## src/rtl/oam_dma_ctrl.sv

```systemverilog
// Sprite DMA sequencer: snoops CPU writes to the DMA trigger register, halts the CPU,
// and copies one page of memory into the OAM data port through the mem_ctrl CPU port.
module oam_dma_ctrl #(
    parameter logic [15:0] DMA_REG_ADDR  = 16'h4014,
    parameter logic [15:0] OAM_DATA_ADDR = 16'h2004,
    parameter int          DMA_LEN       = 256
) (
    input  logic        clk,
    input  logic        rst,
    input  logic [15:0] bus_addr_in,
    input  logic [7:0]  bus_data_in,
    input  logic        bus_write_en,
    input  logic        cpu_is_halted,
    output logic        cpu_halt,
    output logic [15:0] dma_addr,
    output logic [7:0]  dma_data_out,
    output logic        dma_read_en,
    output logic        dma_write_en,
    input  logic [7:0]  mem_data_in,
    input  logic        mem_busy,
    output logic        dma_active,
    output logic        dma_done
);

    localparam logic [2:0] S_IDLE       = 3'd0;
    localparam logic [2:0] S_HALT_REQ   = 3'd1;
    localparam logic [2:0] S_READ       = 3'd2;
    localparam logic [2:0] S_READ_WAIT  = 3'd3;
    localparam logic [2:0] S_WRITE      = 3'd4;
    localparam logic [2:0] S_WRITE_WAIT = 3'd5;
    localparam logic [2:0] S_DONE       = 3'd6;

    localparam logic [8:0] LAST_IDX = 9'(DMA_LEN - 1);

    logic [2:0]  r_state;
    logic [7:0]  r_page;
    logic [8:0]  r_idx;
    logic [7:0]  r_dbuf;
    logic        w_trigger;
    logic [15:0] w_src_addr;

    assign w_trigger  = bus_write_en && (bus_addr_in == DMA_REG_ADDR);
    // Only the low index byte forms the offset, so the page never increments.
    assign w_src_addr = {r_page, r_idx[7:0]};

    always_ff @(posedge clk) begin
        if (rst) begin
            r_state <= S_IDLE;
            r_page  <= 8'h00;
            r_idx   <= 9'd0;
            r_dbuf  <= 8'h00;
        end else begin
            case (r_state)
                S_IDLE: begin
                    if (w_trigger) begin
                        r_page  <= bus_data_in;
                        r_idx   <= 9'd0;
                        r_state <= S_HALT_REQ;
                    end
                end
                S_HALT_REQ: begin
                    if (cpu_is_halted) begin
                        r_state <= S_READ;
                    end
                end
                S_READ: begin
                    r_state <= S_READ_WAIT;
                end
                S_READ_WAIT: begin
                    if (!mem_busy) begin
                        r_dbuf  <= mem_data_in;
                        r_state <= S_WRITE;
                    end
                end
                S_WRITE: begin
                    r_state <= S_WRITE_WAIT;
                end
                S_WRITE_WAIT: begin
                    if (!mem_busy) begin
                        r_idx   <= r_idx + 9'd1;
                        r_state <= (r_idx == LAST_IDX) ? S_DONE : S_READ;
                    end
                end
                default: begin
                    r_state <= S_IDLE;
                end
            endcase
        end
    end

    // Outputs decode from state alone so reset forces every one of them to zero.
    always_comb begin
        cpu_halt     = 1'b0;
        dma_active   = 1'b0;
        dma_addr     = 16'h0000;
        dma_data_out = 8'h00;
        dma_read_en  = 1'b0;
        dma_write_en = 1'b0;
        dma_done     = 1'b0;
        case (r_state)
            S_HALT_REQ: begin
                cpu_halt = 1'b1;
            end
            S_READ, S_READ_WAIT: begin
                cpu_halt    = 1'b1;
                dma_active  = 1'b1;
                dma_addr    = w_src_addr;
                dma_read_en = (r_state == S_READ);
            end
            S_WRITE, S_WRITE_WAIT: begin
                cpu_halt     = 1'b1;
                dma_active   = 1'b1;
                dma_addr     = OAM_DATA_ADDR;
                dma_data_out = r_dbuf;
                dma_write_en = (r_state == S_WRITE);
            end
            S_DONE: begin
                dma_done = 1'b1;
            end
            default: begin
                cpu_halt = 1'b0;
            end
        endcase
    end

endmodule

```

## config.mk

```make
export PLATFORM = sky130hd
export DESIGN_NAME = oam_dma_ctrl
export DESIGN_NICKNAME = d
export VERILOG_FILES = /design/src/rtl/oam_dma_ctrl.sv
export SDC_FILE = /design/constraint.sdc
export NUM_CORES = 1
export LEC_CHECK = 0
export CAP_MARGIN = 20
export CORE_UTILIZATION = 50
export CTS_CLUSTER_DIAMETER = 120
export DETAILED_ROUTE_END_ITERATION = 8
export DONT_BUFFER_PORTS = 1
export PLACE_DENSITY_LB_ADDON = 0.12
export SYNTH_ARGS = -nofsm -noshare
export SYNTH_HDL_FRONTEND = slang
export SYNTH_SLANG_ARGS = --single-unit
export TNS_END_PERCENT = 1
```

## constraint.sdc

```tcl
create_clock -name clk -period 1.75 [get_ports clk]
set_input_delay 0.0875 -clock clk [delete_from_list [all_inputs] [get_ports clk]]
set_output_delay 0.0875 -clock clk [all_outputs]
set_load 0.02 [all_outputs]
```

==> results of run 1 <==
-- per-layer routing --
| metal | wire length, µm | GRT usage, % | part of all wire, % | up-vias |
|---|---|---|---|---|
| li1 | - | - | - | 740 |
| met1 | 1670 | 28.1 | 42 | 680 |
| met2 | 2080 | 41.6 | 53 | 40 |
| met3 | 182 | 4.37 | 4.6 | 4 |
| met4 | 28 | 6.98 | 0.71 | 0 |
| met5 | 0 | 0 | 0 | - |
-- worst max-delay path, delay by kind of cell, from the launching register on --
family          cells  cell delay [ns]
flops               1             0.40
simple gates        1             0.20
buf+inv             3             0.92
compound gates      1             0.08
-- how the worst max path moves through the flow --
| stage | endpoint | cells past startpoint | from | slack (ns) |
|---|---|---|---|---|
| finish | r_state[0] | 5 | r_state[2] | 0.06 |
| global placement | dma_active | 3 | r_state[2] | 0.30 |
| CTS | dma_active | 3 | r_state[2] | 0.02 |
| global route | r_state[0] | 5 | r_state[2] | 0.002 |
| detailed placement | dma_active | 3 | r_state[2] | 0.28 |
| floorplan | r_idx[1] | 5 | r_state[0] | 0.35 |
-- cell type report --
type                    count  area, µm²  share of cell area (%)
clock buffers               3       22.5                    1.15
clock inverters             1       30.0                    1.54
inverters                   5       18.8                   0.960
multi-input cells         153        992                    50.7
flip-flops and latches     28        569                    29.1
well taps                  44       55.1                    2.82
repair buffers             28        268                    13.7
-- cell families after synthesis --
family                   after synthesis
adder cells (fa/ha/maj)                2
AO/OA/AOI/OAI                         40
XOR/XNOR                               3
flip-flops                            28
buffers and inverters                 21
AND/OR/NAND/NOR                      105
multiplexers                           3
-- registers in the layout (all words and copies together) (netlist names) --
name and flops:
r_dbuf 8, r_idx 9, r_page 8, r_state 3
-- Yosys cell counts (5+ instances only) --
library cell	instances	area [µm²]
a21oi_1	18	90.1
and2_1	22	138
nor2_1	7	26.3
nor2b_1	6	37.5
inv_1	5	18.8
nand4_1	8	50.1
nor3_1	10	50.1
clkbuf_1	7	26.3
o31ai_1	9	67.6
buf_2	5	25.0
nand3b_1	5	37.5
dfxtp_1	28	561
nand2_1	23	86.3
-- report_power, final --
group / switching [mW] / internal, mW / leakage (nW)
Clock: 0.195 / 0.232 / 0.0279
Combinational: 0.0252 / 0.0396 / 0.403
Sequential: 0.00000168 / 0.635 / 0.228
-- cells in the final DEF, fill, tap and decap left out, drive strengths merged --
master,count
a32oi,1
bufinv,1
o21ai,6
nand3,3
nor4b,4
nand2b,2
o31ai,9
nor3,12
nand3b,5
a211oi,2
ha,2
nand4bb,1
nor2b,6
a21o,2
nand4,9
and2,22
xnor2,3
nor2,7
dfxtp,28
and4,1
a21oi,18
buf,10
or3,3
inv,5
o32ai,2
mux2i,3
nor3b,3
nand2,25
and2b,1
clkbuf,3
or2,1
dlygate4sd3,18
-- repair_timing --
item                                    CTS  global route
buffers inserted                          0             1
endpoints found under the setup margin   10            15
resized for setup                         2             4
hold buffers                             19             0
pin swaps                                 0             0
hold endpoints to repair                 28             0
-- per-stage QoR --
step	util [%]	cells	power (mW)
floorplan	-	202	0.678
global placement	54.3	238	0.668
detailed placement	54.3	238	0.668
CTS	62.5	261	1.14
global route	63.0	262	1.17
finish	63.0	262	1.13
==> impl_metrics.prom, run 1 <==
# TYPE chip_impl_metric gauge
chip_impl_metric{name="worst_voltage_drop_across_the_vdd_grid",unit="mV"} 0.330
chip_impl_metric{name="remaining_antenna_violation_count",unit=""} 0
chip_impl_metric{name="ys_ff_latch",unit=""} 28
chip_impl_metric{name="report.final.slew_viol_count",unit=""} 0
chip_impl_metric{name="initial_core_utilization",unit="%"} 53.5
chip_impl_metric{name="share_of_synthesized_cell_area_in_full_adder_half_adder_and_majority_cells",unit="%"} 1.51
chip_impl_metric{name="worstRegToRegCells",unit=""} 5
chip_impl_metric{name="clock_sink_count",unit=""} 28
chip_impl_metric{name="detailedRoute.firstPassIterationCount",unit=""} 4
chip_impl_metric{name="area_added_between_synthesis_and_finish",unit="%"} 17.9
chip_impl_info{name="hold_path_end",value="r_idx[7]"} 1
chip_impl_metric{name="fill_cells",unit=""} 279
chip_impl_info{name="worstSetupPathType",value="reg2reg"} 1
chip_impl_metric{name="holdPathStages",unit=""} 3
chip_impl_info{name="crit_path_cell_trace",value="buf_4 > nor3_1 > buf_4 > a211oi_2 > dlygate4sd3_1"} 1
chip_impl_info{name="critical-path-top-cell-by-count",value="buf_4"} 1
chip_impl_metric{name="synth-edff-count",unit=""} 0
chip_impl_metric{name="vias",unit=""} 1464
chip_impl_metric{name="power_density",unit="nW/µm²"} 576
chip_impl_metric{name="hold_slack",unit="ns"} 0.0106
chip_impl_metric{name="wl_per_cell",unit="µm"} 15.1
chip_impl_info{name="largest_family_of_logic_cells_by_synthesized_area",value="simple AND/OR/NAND/NOR gates"} 1
chip_impl_metric{name="asr_flop_ratio_synth",unit="%"} 0
chip_impl_info{name="setup_repair_after_global_routing_missed_its_margin",value="false"} 1
chip_impl_metric{name="clk_latency",unit="ns"} 0.33
chip_impl_metric{name="max-cap-violations",unit=""} 0
chip_impl_metric{name="antenna_found_initial",unit=""} 0
chip_impl_metric{name="synth_simple_gate_area_share",unit="%"} 39.5
chip_impl_info{name="cts_root_buffer",value="clkbuf_4"} 1
chip_impl_metric{name="clock_buffers_created_by_tritoncts",unit=""} 3
chip_impl_metric{name="vias_per_cell",unit=""} 5.59
chip_impl_metric{name="initialDrtViolationCount",unit=""} 45
chip_impl_metric{name="finalSetupViolations",unit=""} 0
chip_impl_metric{name="overflow",unit=""} 0
chip_impl_metric{name="dieArea",unit="µm²"} 3550
chip_impl_metric{name="req_time_crit_path",unit="ns"} 1.99
chip_impl_info{name="critical_path.reg2reg.startpoint",value="r_state[2]"} 1
chip_impl_metric{name="timing.final.ws_setup",unit="ns"} 0.0561
chip_impl_metric{name="std_cell_rows",unit=""} 20
chip_impl_metric{name="first_global_vias",unit=""} 1427
chip_impl_metric{name="floorplan.die.height",unit="µm"} 59.6
chip_impl_metric{name="synth_compound_area_share",unit="%"} 15.3
chip_impl_metric{name="routed_wirelength",unit="µm"} 3960
chip_impl_metric{name="finalSetupTns",unit="ns"} 0
chip_impl_info{name="worst_setup_path_end_kind",value="register"} 1
chip_impl_info{name="cp-start-kind",value="register"} 1
chip_impl_metric{name="global_route.usage.total",unit="%"} 23.3
chip_impl_metric{name="sequential_area_share_after_synthesis",unit="%"} 33.8
chip_impl_metric{name="synth_xor_area_share",unit="%"} 1.58
chip_impl_metric{name="reg2reg_setup_slack",unit="ns"} 0.06
chip_impl_metric{name="path_max_fanout",unit=""} 11
chip_impl_metric{name="grt_first_pass_wirelength",unit="µm"} 6340
chip_impl_metric{name="post-place-ws",unit="ns"} 0.280
chip_impl_metric{name="die_width",unit="µm"} 59.6
chip_impl_metric{name="final_design_area_no_fill",unit="µm²"} 1960
chip_impl_metric{name="layout-drive-gt1-share",unit="%"} 13.3
chip_impl_metric{name="cts-root-to-sink-buffers",unit=""} 2
chip_impl_metric{name="ys_warn_count",unit=""} 0
chip_impl_info{name="synth_flop_cell",value="dfxtp_1"} 1
chip_impl_info{name="timing.hold.worst.start",value="rst"} 1
chip_impl_metric{name="ioPinCount",unit=""} 66
chip_impl_metric{name="clk_transition_reported_paths",unit="ns"} 0.15
chip_impl_metric{name="place.port_buffers",unit=""} 0
chip_impl_metric{name="synth_cells",unit=""} 202
chip_impl_metric{name="yosys-mux-area-fraction",unit="%"} 1.81
chip_impl_metric{name="postSynthNetCount",unit=""} 241
chip_impl_info{name="critical_register_to_register_path_endpoint",value="r_state[0]"} 1
chip_impl_metric{name="synth_cell_type_count",unit=""} 39
chip_impl_metric{name="dp_hpwl",unit="µm"} 2650
chip_impl_metric{name="diodes",unit=""} 0
chip_impl_metric{name="critical_path_arrival",unit="ns"} 1.93
chip_impl_metric{name="layout_worst_path_cycle_share",unit="%"} 96.8
chip_impl_metric{name="clock_skew",unit="ns"} 0.00289
chip_impl_info{name="hold_path.class",value="in2reg"} 1
chip_impl_info{name="cts_tree",value="built"} 1
chip_impl_info{name="critical-path-slowest-cell",value="dlygate4sd3_1"} 1
chip_impl_metric{name="syn_area",unit="µm²"} 1660
chip_impl_metric{name="nets_final",unit=""} 258
chip_impl_metric{name="final_hold_viol_count",unit=""} 0
chip_impl_metric{name="post-route-drc-count",unit=""} 0
chip_impl_metric{name="max_freq",unit="GHz"} 0.590
chip_impl_metric{name="cts.htree.levels",unit=""} 1
chip_impl_metric{name="placed_cell_area",unit="µm²"} 1690
chip_impl_metric{name="cellLeakagePower",unit="nW"} 0.658
chip_impl_metric{name="worstMarginPinSlew",unit="ns"} 0.376
chip_impl_metric{name="core",unit="µm²"} 3100
chip_impl_metric{name="critical-path-max-stage-delay",unit="ns"} 0.55
chip_impl_metric{name="post_synth.cell_area_avg",unit="µm²"} 8.21
chip_impl_metric{name="gp_congestion",unit=""} 0.773
chip_impl_metric{name="largest_net_degree_at_the_start_of_global_routing",unit=""} 36
chip_impl_info{name="result_of_the_run",value="completed"} 1
chip_impl_metric{name="final_period_minus_worst_setup_slack",unit="ns"} 1.69
chip_impl_metric{name="slew-limit-headroom",unit="%"} 74.9
Note: power is estimated with default switching activity, not from simulation.
==> run 2, diff against run 1 <==
==> constraint.sdc (replaced) <==
create_clock -name clk -period 1.6 [get_ports clk]
set_input_delay 0.08 -clock clk [delete_from_list [all_inputs] [get_ports clk]]
set_output_delay 0.08 -clock clk [all_outputs]
set_load 0.02 [all_outputs]
==> run 2 against run 1 <==
  * Combinational power is 9.0% higher
  * Clock power grew 8.9%
  * Wire length fell by 3.9%
  * Critical path type is now reg2out
  * Largest power group unchanged
  * Worst setup slack better by 0.0016 ns
==> impl_metrics.prom, run 2 (same netlist as run 1, synthesis figures left out) <==
# TYPE chip_impl_metric gauge
chip_impl_metric{name="routed_wirelength",unit="µm"} 3800
chip_impl_metric{name="dieArea",unit="µm²"} 3550
chip_impl_metric{name="hold_slack",unit="ns"} 0.00663
chip_impl_metric{name="finalSetupTns",unit="ns"} 0
chip_impl_metric{name="overflow",unit=""} 0
chip_impl_metric{name="die_width",unit="µm"} 59.6
chip_impl_metric{name="antenna_found_initial",unit=""} 0
chip_impl_metric{name="final_hold_viol_count",unit=""} 0
chip_impl_metric{name="p_clk_share",unit="%"} 37.7
chip_impl_metric{name="place.port_buffers",unit=""} 0
chip_impl_info{name="worstSetupPathType",value="reg2out"} 1
chip_impl_metric{name="post-route-drc-count",unit=""} 0
chip_impl_metric{name="std_cell_rows",unit=""} 20
chip_impl_metric{name="vias",unit=""} 1460
chip_impl_info{name="cts_tree",value="built"} 1
chip_impl_metric{name="detailedRoute.firstPassIterationCount",unit=""} 4
chip_impl_metric{name="worstMarginPinSlew",unit="ns"} 0.369
chip_impl_metric{name="timing.final.ws_setup",unit="ns"} 0.0577
chip_impl_metric{name="cellLeakagePower",unit="nW"} 0.661
chip_impl_metric{name="layout_worst_path_cycle_share",unit="%"} 96.4
chip_impl_metric{name="max-cap-violations",unit=""} 0
chip_impl_metric{name="req_time_crit_path",unit="ns"} 1.52
chip_impl_metric{name="ioPinCount",unit=""} 66
chip_impl_metric{name="cts-root-to-sink-buffers",unit=""} 2
chip_impl_metric{name="power_frac_comb",unit="%"} 5.7
chip_impl_info{name="result_of_the_run",value="completed"} 1
chip_impl_metric{name="critical-path-max-stage-delay",unit="ns"} 0.41
chip_impl_metric{name="clock_buffers_created_by_tritoncts",unit=""} 3
chip_impl_info{name="layout.cells.most_common",value="dfxtp_1"} 1
chip_impl_metric{name="switching_share",unit="%"} 19.4
chip_impl_metric{name="area_added_between_synthesis_and_finish",unit="%"} 18.5
chip_impl_metric{name="clk_latency",unit="ns"} 0.33
chip_impl_metric{name="dp_hpwl",unit="µm"} 2650
chip_impl_metric{name="cts.repair_timing.setup_buffer_count",unit=""} 0
chip_impl_metric{name="initial_core_utilization",unit="%"} 53.5
chip_impl_metric{name="cp_buf_inv_count",unit=""} 1
chip_impl_metric{name="power_switching",unit="µW"} 238
chip_impl_metric{name="share_seq_of_total_power",unit="%"} 56.5
chip_impl_metric{name="first_global_vias",unit=""} 1322
chip_impl_info{name="worst_setup_path_end_kind",value="output pin"} 1
chip_impl_metric{name="diodes",unit=""} 0
chip_impl_metric{name="post_layout_nonfiller_instances",unit=""} 261
chip_impl_metric{name="max_freq",unit="GHz"} 0.648
chip_impl_info{name="registers.top_by_ff_count",value="r_idx"} 1
chip_impl_info{name="hold_path.class",value="in2reg"} 1
chip_impl_metric{name="finalSetupViolations",unit=""} 0
chip_impl_info{name="cpLargestDelayFamily",value="flip-flops"} 1
chip_impl_info{name="crit_path_cell_trace",value="and2b_4 > buf_4 > a21o_1"} 1
chip_impl_metric{name="path_max_fanout",unit=""} 11
chip_impl_metric{name="clock_sink_count",unit=""} 28
chip_impl_metric{name="final_period_minus_worst_setup_slack",unit="ns"} 1.54
chip_impl_info{name="layout.cells.most_common_list",value="dfxtp_1, nand2_1, a21oi_1"} 1
chip_impl_metric{name="power_density",unit="nW/µm²"} 626
chip_impl_metric{name="clk_transition_reported_paths",unit="ns"} 0.16
chip_impl_metric{name="wl_per_cell",unit="µm"} 14.6
chip_impl_info{name="setup_repair_after_global_routing_missed_its_margin",value="true"} 1
chip_impl_info{name="cp-start-kind",value="register"} 1
chip_impl_metric{name="gp_congestion",unit=""} 0.737
chip_impl_metric{name="largest_register_ff_count",unit=""} 9
chip_impl_info{name="biggest_registers_after_layout",value="r_idx (9), r_dbuf (8), r_page (8)"} 1
chip_impl_metric{name="cts.htree.levels",unit=""} 1
chip_impl_info{name="cts_root_buffer",value="clkbuf_4"} 1
chip_impl_info{name="critical-path-slowest-cell",value="dfxtp_4"} 1
chip_impl_metric{name="clock_skew",unit="ns"} 0.0113
chip_impl_metric{name="layout-drive-gt1-share",unit="%"} 20.7
chip_impl_metric{name="global_route.usage.total",unit="%"} 21.8
chip_impl_metric{name="nets_final",unit=""} 257
chip_impl_metric{name="intPower",unit="µW"} 993
chip_impl_metric{name="largest_net_degree_at_the_start_of_global_routing",unit=""} 36
chip_impl_metric{name="floorplan.die.height",unit="µm"} 59.6
chip_impl_metric{name="remaining_antenna_violation_count",unit=""} 0
chip_impl_metric{name="report.final.slew_viol_count",unit=""} 0
chip_impl_metric{name="core",unit="µm²"} 3100
chip_impl_metric{name="numPlacedInstances",unit=""} 239
chip_impl_metric{name="grt_first_pass_wirelength",unit="µm"} 5880
chip_impl_metric{name="critical_path_arrival",unit="ns"} 1.46
chip_impl_metric{name="fill_cells",unit=""} 273
chip_impl_metric{name="post-place-ws",unit="ns"} 0.122
chip_impl_metric{name="vias_per_cell",unit=""} 5.59
chip_impl_metric{name="slew-limit-headroom",unit="%"} 75.3
chip_impl_metric{name="initialDrtViolationCount",unit=""} 50
chip_impl_metric{name="worst_voltage_drop_across_the_vdd_grid",unit="mV"} 0.737
==> run 2: changes by cell type in the layout (fill, tap and decap cells not counted) <==
cell           previous run  this run
and2_1                   22         7
nor2b_1                   6         5
and2b_4                   0         1
dfxtp_4                   2         1
dlygate4sd3_1            18        17
and2b_2                   1         0
dfxtp_2                   1         2
and2_2                    0        15
nor2b_2                   0         1
==> run 2: metal layers <==
metal / vias to the layer above / track usage, % / share of wire (%)
met2: 40 / 38.4 / 51
met5: - / 0 / 0
met4: 0 / 5.65 / 1.2
met1: 676 / 26.3 / 43
met3: 4 / 5.68 / 5.7
li1: 740 / - / -
==> run 2: path summary, 6_finish.rpt <==
check | startpoint | end | slack [ns] | depth (start not counted)
max | r_state[2] | dma_addr[13] | 0.06 | 3
min | rst | r_idx[7] | 0.007 | 3
max reg2reg | r_idx[1] | r_idx[8] | 0.13 | 5
min reg2reg | r_dbuf[6] | r_dbuf[6] | 0.46 | 2
==> run 2: worst register-to-register path: cells and delay by family, from the launching register on <==
family                     cells  cell delay [ns]
AOI/OAI and AO/OA              1             0.25
DFF                            1             0.40
and+or+nand+nor                2             0.27
adders and majority gates      2             0.47
==> run 2: final cells by class <==
type	count	area (µm²)	share of cell area, %
well taps	44	55.1	2.80
clock inverters	1	30.0	1.53
flip-flops and latches	28	567	28.8
repair buffers	27	258	13.1
multi-input cells	153	1010	51.6
clock buffers	3	22.5	1.15
inverters	5	18.8	0.955
==> run 2: timing repair <==
item / CTS / global route
endpoints found under the hold margin: 28 / 0
endpoints found under the setup margin: 24 / 17
hold buffers: 18 / 0
gates resized for setup: 8 / 14
==> run 2: stage by stage <==
stage / area, µm² / utilization (%) / total power, mW
after detailed placement: 1690 / 54.6 / 0.731
after floorplan: 1660 / - / 0.741
after global placement: 1690 / 54.6 / 0.730
after CTS: 1950 / 62.8 / 1.25
after global routing: 1970 / 63.3 / 1.29
final: 1970 / 63.3 / 1.23
==> run 2: power by group through the flow <==
stage	logic, mW	clock network (mW)	registers [mW]
after floorplan	0.0285	0	0.713
after global placement	0.0177	0	0.713
after detailed placement	0.0183	0	0.713
after CTS	0.0707	0.481	0.696
after global routing	0.0764	0.517	0.696
final	0.0705	0.465	0.696
